**config.mk**
```make
export PLATFORM = sky130hd
export DESIGN_NAME = round_sequencer
export DESIGN_NICKNAME = d
export VERILOG_FILES = /design/src/rtl/tank_pkg.sv /design/src/rtl/frame_timer.sv /design/src/rtl/round_sequencer.sv
export SDC_FILE = /design/constraint.sdc
export NUM_CORES = 1
export LEC_CHECK = 0
export CORE_MARGIN = 1
export CORE_UTILIZATION = 50
export CTS_CLUSTER_DIAMETER = 100
export DETAILED_ROUTE_END_ITERATION = 6
export DONT_BUFFER_PORTS = 1
export GPL_TIMING_DRIVEN = 1
export MAX_ROUTING_LAYER = met4
export PLACE_DENSITY = 0.69
export REMOVE_ABC_BUFFERS = 1
export SETUP_SLACK_MARGIN = 0.5
export SLEW_MARGIN = 0
export SYNTH_ARGS = -nofsm -noshare
export SYNTH_HDL_FRONTEND = slang
export SYNTH_SLANG_ARGS = --single-unit
```
**constraint.sdc**
```tcl
create_clock -name CLK -period 4.08 [get_ports CLK]
set_clock_uncertainty 0.15 [all_clocks]
set_input_delay 1.02 -clock CLK [delete_from_list [all_inputs] [get_ports CLK]]
set_output_delay 1.02 -clock CLK [all_outputs]
set_load 0.005 [all_outputs]
```
**src/rtl/tank_pkg.sv**
```systemverilog
// Shared types and constants for the tank game round/match sequencer.
package tank_pkg;

  typedef enum logic [2:0] {
    ST_TITLE      = 3'd0,
    ST_MAZE_REQ   = 3'd1,
    ST_MAZE_WAIT  = 3'd2,
    ST_PLAY       = 3'd3,
    ST_ROUND_OVER = 3'd4,
    ST_MATCH_OVER = 3'd5
  } round_state_t;

  localparam logic [1:0] GE_PLAY = 2'b00;
  localparam logic [1:0] GE_T1   = 2'b01;
  localparam logic [1:0] GE_T2   = 2'b10;
  localparam logic [1:0] GE_LOAD = 2'b11;

  localparam logic [7:0] KEY_ENTER = 8'h28;

endpackage

```
**src/rtl/frame_timer.sv**
```systemverilog
// 8-bit loadable down-counter stepped by frame ticks; shared by the maze
// timeout and the post-round pause.
module frame_timer (
  input  logic       clk,
  input  logic       rst,
  input  logic       frame_tick,
  input  logic       load,
  input  logic [7:0] load_value,
  output logic       done,
  output logic       expire
);

  logic [7:0] count;

  always_ff @(posedge clk or posedge rst) begin
    if (rst) begin
      count <= 8'd0;
    end else if (load) begin
      count <= load_value;
    end else if (frame_tick && count != 8'd0) begin
      count <= count - 8'd1;
    end
  end

  assign done = (count == 8'd0);
  // Final tick of the interval, so callers can leave on that same edge.
  assign expire = frame_tick && (count == 8'd1);

endmodule

```
**src/rtl/round_sequencer.sv**
```systemverilog
// Round and match sequencer: Enter decode, maze request/timeout, hit
// arbitration, scoring, post-round pause and match winner.
//
// state         | meaning
// TITLE         | title screen, waiting for Enter
// MAZE_REQ      | one-cycle maze_start pulse, timeout loaded
// MAZE_WAIT     | waiting for maze_ready, re-request on timeout
// PLAY          | tanks move, first hit report ends the round
// ROUND_OVER    | frozen pause showing the round result
// MATCH_OVER    | winner shown until Enter
module round_sequencer
  import tank_pkg::*;
#(
  parameter int unsigned WIN_SCORE    = 5,
  parameter int unsigned HOLD_FRAMES  = 120,
  parameter int unsigned MAZE_TIMEOUT = 60
) (
  input  logic        CLK,
  input  logic        RESET,
  input  logic        frame_tick,
  input  logic [31:0] keycode,
  input  logic        tank1shot,
  input  logic        tank2shot,
  input  logic        maze_ready,
  output logic        maze_start,
  output logic        title,
  output logic [1:0]  game_end,
  output logic        freeze,
  output logic [3:0]  score1,
  output logic [3:0]  score2,
  output logic [1:0]  match_winner
);

  localparam logic [3:0] WIN4    = 4'(WIN_SCORE);
  localparam logic [7:0] HOLD8   = 8'(HOLD_FRAMES);
  localparam logic [7:0] TIMEOUT8 = 8'(MAZE_TIMEOUT);

  round_state_t state, state_n;
  logic         enter, enter_q, enter_prev, enter_rise;
  logic [1:0]   result;
  logic         timer_load, timer_done, timer_expire, time_up;
  logic [7:0]   timer_value;
  logic         win_reached;

  assign enter = (keycode[7:0]   == KEY_ENTER) || (keycode[15:8]  == KEY_ENTER) ||
                 (keycode[23:16] == KEY_ENTER) || (keycode[31:24] == KEY_ENTER);
  assign enter_rise  = enter_q && !enter_prev;
  assign time_up     = timer_expire || timer_done;
  assign win_reached = (score1 == WIN4) || (score2 == WIN4);

  frame_timer u_timer (
    .clk        (CLK),
    .rst        (RESET),
    .frame_tick (frame_tick),
    .load       (timer_load),
    .load_value (timer_value),
    .done       (timer_done),
    .expire     (timer_expire)
  );

  always_comb begin
    state_n     = state;
    timer_load  = 1'b0;
    timer_value = 8'd0;
    case (state)
      ST_TITLE:      if (enter_rise) state_n = ST_MAZE_REQ;
      ST_MAZE_REQ: begin
        timer_load  = 1'b1;
        timer_value = TIMEOUT8;
        state_n     = ST_MAZE_WAIT;
      end
      ST_MAZE_WAIT: begin
        if (maze_ready)   state_n = ST_PLAY;
        else if (time_up) state_n = ST_MAZE_REQ;
      end
      ST_PLAY: begin
        if (tank1shot || tank2shot) begin
          timer_load  = 1'b1;
          timer_value = HOLD8;
          state_n     = ST_ROUND_OVER;
        end
      end
      ST_ROUND_OVER: if (time_up) state_n = win_reached ? ST_MATCH_OVER : ST_MAZE_REQ;
      ST_MATCH_OVER: if (enter_rise) state_n = ST_TITLE;
      default:       state_n = ST_TITLE;
    endcase
  end

  always_ff @(posedge CLK or posedge RESET) begin
    if (RESET) begin
      state        <= ST_TITLE;
      enter_q      <= 1'b0;
      enter_prev   <= 1'b0;
      maze_start   <= 1'b0;
      score1       <= 4'd0;
      score2       <= 4'd0;
      result       <= GE_PLAY;
      match_winner <= 2'b00;
    end else begin
      state      <= state_n;
      enter_q    <= enter;
      enter_prev <= enter_q;
      maze_start <= (state_n == ST_MAZE_REQ);
      case (state)
        ST_TITLE: begin
          if (enter_rise) begin
            score1       <= 4'd0;
            score2       <= 4'd0;
            match_winner <= 2'b00;
          end
        end
        ST_PLAY: begin
          // Simultaneous hits are a draw and leave both scores alone.
          if (tank1shot && tank2shot) begin
            result <= GE_LOAD;
          end else if (tank1shot) begin
            result <= GE_T2;
            if (score2 < WIN4) score2 <= score2 + 4'd1;
          end else if (tank2shot) begin
            result <= GE_T1;
            if (score1 < WIN4) score1 <= score1 + 4'd1;
          end
        end
        ST_ROUND_OVER: begin
          if (time_up && win_reached)
            match_winner <= (score1 == WIN4) ? 2'b01 : 2'b10;
        end
        default: ;
      endcase
    end
  end

  always_comb begin
    title    = (state == ST_TITLE);
    freeze   = (state != ST_PLAY);
    game_end = GE_PLAY;
    case (state)
      ST_MAZE_REQ, ST_MAZE_WAIT:      game_end = GE_LOAD;
      ST_ROUND_OVER, ST_MATCH_OVER:   game_end = result;
      default:                        game_end = GE_PLAY;
    endcase
  end

endmodule

```
==> flow_summary.yaml <==
clock_network:
  cts-root-buf: "clkbuf_4"
  clock-sinks: 26
  cts_hold_buffers: 0
  cts_tree: "yes"
  clkLatencyLatePin_ns: 0.32
  clock_path_buffers: 2
  cts_made_buffers: 3
  clkTransAtPathRegs_ns: 0.14
  htree_levels: 1
  post-cts-setup-buffer-count: 0
  post_cts_resized: 0
power:
  leakage_uw: 0.000678
  power.density_mw_per_mm2: 608
  ir_drop_uv: 375
routing:
  routed_wl_um: 2970
  ant_nets: 0
  wl_per_cell_um: 15.0
  viasPerCell: 6.06
  firstDrtPassIters: 6
  via_count: 1200
  drc_errors: 2
  drt_iter0_drc: 68
synthesis:
  yosys.area_share.simple: 0.279
  syn_area_mm2: 0.00153
  ys.flop_type: "dfrtp_1"
  synth_edf_count: 0
  synth_cells: 167
  synth_top_family_by_area: "simple AND/OR/NAND/NOR gates"
  syn_avg_cell_area_um2: 9.19
  synth_compound_area_frac: 0.139
  ys_seq_area_frac: 0.424
  synthAdderAreaFrac: 0.0734
  ys.warnings.count: 0
  synth-seq-cells: 26
  async_flop_share: 1.00
  synth_cell_types: 40
  synth_xor_area_frac: 0.0457
  synthMuxAreaShare: 0
die:
  num_io_pins: 53
  dieArea_mm2: 0.00329
  start_util: 0.542
  coreArea_mm2: 0.00283
  rows: 19
  dieWidth_um: 57.4
  die_h_um: 57.4
global_route:
  grt_pass1_vias: 1144
  grt_overflow: 0
  grt.total_usage: 0.201
  grt_max_degree: 27
  grt_first_pass_wirelength_um: 4980
  antenna_found_initial: 0
final_layout:
  fillers: 243
  drive_above_1_share: 0.0479
  multi_input_area_um2: 823
  diodes: 0
  regArea_um2: 651
  nets: 215
  area_delta_synth_final_pct: 3.92
worst_setup_path:
  path_class: "reg -> out"
  cp_cell_sequence: "inv_1, or3_1, o21ai_0"
  crit_family: "flip-flops"
  crit_path_max_incr_delay_ns: 0.56
  cp_slowest_cell: "dfrtp_1"
  worstSetupStartpointType: "flip-flop"
  cp_num_cells: 3
  crit_fanout: 11
  rr_startpoint: "u_timer.count[2]"
  path_buf_inv: 1
  r2r_cells: 5
  r2r-end: "maze_start"
  endpoint: "game_end[1]"
  critPathCaptureType: "primary output"
  cp.arrival_ns: 1.52
  crit_start: "state[1]"
  required_ns: 2.91
  reg2reg_slack_ns: 1.93
status:
  violations: "DRC"
  outcome: "finished with violations"
sta:
  fmax_ghz: 0.372
  post-route-min-period_ns: 2.69
  finalMaxSlewViolations: 0
  finalHoldViolations: 0
  setup_violations: 0
  fin_ws_ns: 1.39
  finalSetupTns_ns: 0
  relSlewSlack: 0.370
  tightest_slew_ns: 0.944
  rsz0062_at_grt: "false"
  min_period_over_period: 0.659
placed_design:
  dpl.hpwl_um: 2330
  pre_cts_slack_ns: 1.67
  io_buffers: 0
  finalWeightedCongestion: 0.876
worst_hold_path:
  hp-class: "reg -> reg"
job:
  max-cap-violations: 0
## cell usage after synthesis (2+ instances only)
cell type,number,area share
a21oi_1,8,0.026
a31oi_1,2,0.0082
a41oi_1,2,0.011
clkbuf_1,4,0.0098
dfrtp_1,26,0.42
ha_1,9,0.073
inv_1,12,0.029
nand2_1,19,0.046
nand2b_1,5,0.020
nand3_1,4,0.013
nand3b_1,4,0.020
nand4b_1,2,0.011
nor2_1,23,0.056
nor2b_1,2,0.0082
nor3_1,2,0.0065
nor4b_1,8,0.046
o21ai_0,4,0.013
o22ai_1,2,0.0082
o31ai_1,2,0.0098
xnor2_1,4,0.023
xor2_1,4,0.023
## report_power, final
part | internal (µW) | total [µW] | switching [µW]
registers | 344 | 475 | 131
clock network | 54.7 | 131 | 76.6
logic | 155 | 363 | 208
## how the worst min path moves through the flow
stage	startpoint	endpoint	slack (ns)	cells past startpoint
CTS	enter_q	enter_prev	0.26	0
global placement	enter_q	enter_prev	0.22	0
floorplan	enter_q	enter_prev	0.20	0
detailed placement	enter_q	enter_prev	0.22	0
finish	enter_q	enter_prev	0.25	0
global route	enter_q	enter_prev	0.26	0
## flip-flops by register name (all words and copies together) (netlist names)
register / flops
maze_start: 1
score1: 4
enter_prev: 1
state: 3
result: 2
enter_q: 1
match_winner: 2
score2: 4
u_timer.count: 8
## cell families after synthesis
kind of cell,Yosys count
XOR/XNOR,8
adder cells (fa/ha/maj),9
AND/OR/NAND/NOR,77
AO/OA/AOI/OAI,31
flip-flops,26
buffers and inverters,16
## metrics by stage
stage	hold WS (ns)	power, µW	cell area, µm²	util	std cells
5_1_grt	0.263	1060	1590	0.563	198
2_1_floorplan	0.205	747	1520	-	163
3_3_place_gp	0.219	828	1560	0.551	194
3_5_place_dp	0.224	845	1560	0.551	194
6_report	0.251	970	1590	0.563	198
4_1_cts	0.256	977	1590	0.563	198
## cell usage in the layout, fill, tap and decap left out, types with 2 or more instances in the layout
cell      instances
xor2_1            4
a41oi_1           2
o31ai_1           2
o21ai_0           4
nand2_1          19
dfrtp_1          26
a31oi_1           2
nor2_1           23
a21oi_1           8
nand3_1           4
clkbuf_4          3
nor4b_1           8
nor3_1            2
nand2b_1          5
xnor2_1           4
inv_1            12
nand3b_1          4
nand4b_1          2
o22ai_1           2
nor2b_1           2
ha_1              9
## layer usage
| metal | routed length [µm] | up-vias | share of wire | GRT usage |
|---|---|---|---|---|
| met1 | 1340 | 558 | 0.45 | 0.256 |
| li1 | - | 594 | - | - |
| met3 | 204 | 5 | 0.069 | 0.0590 |
| met2 | 1390 | 43 | 0.47 | 0.316 |
| met5 | 0 | - | 0 | - |
| met4 | 27 | 0 | 0.0091 | 0.0488 |
## final cells by class
cell class | instances | area share
multi-input cells | 125 | 0.516
flip-flops and latches | 26 | 0.408
inverters | 12 | 0.0283
well taps | 31 | 0.0243
clock buffers | 4 | 0.0228
Power figures use the tool's default switching activity.
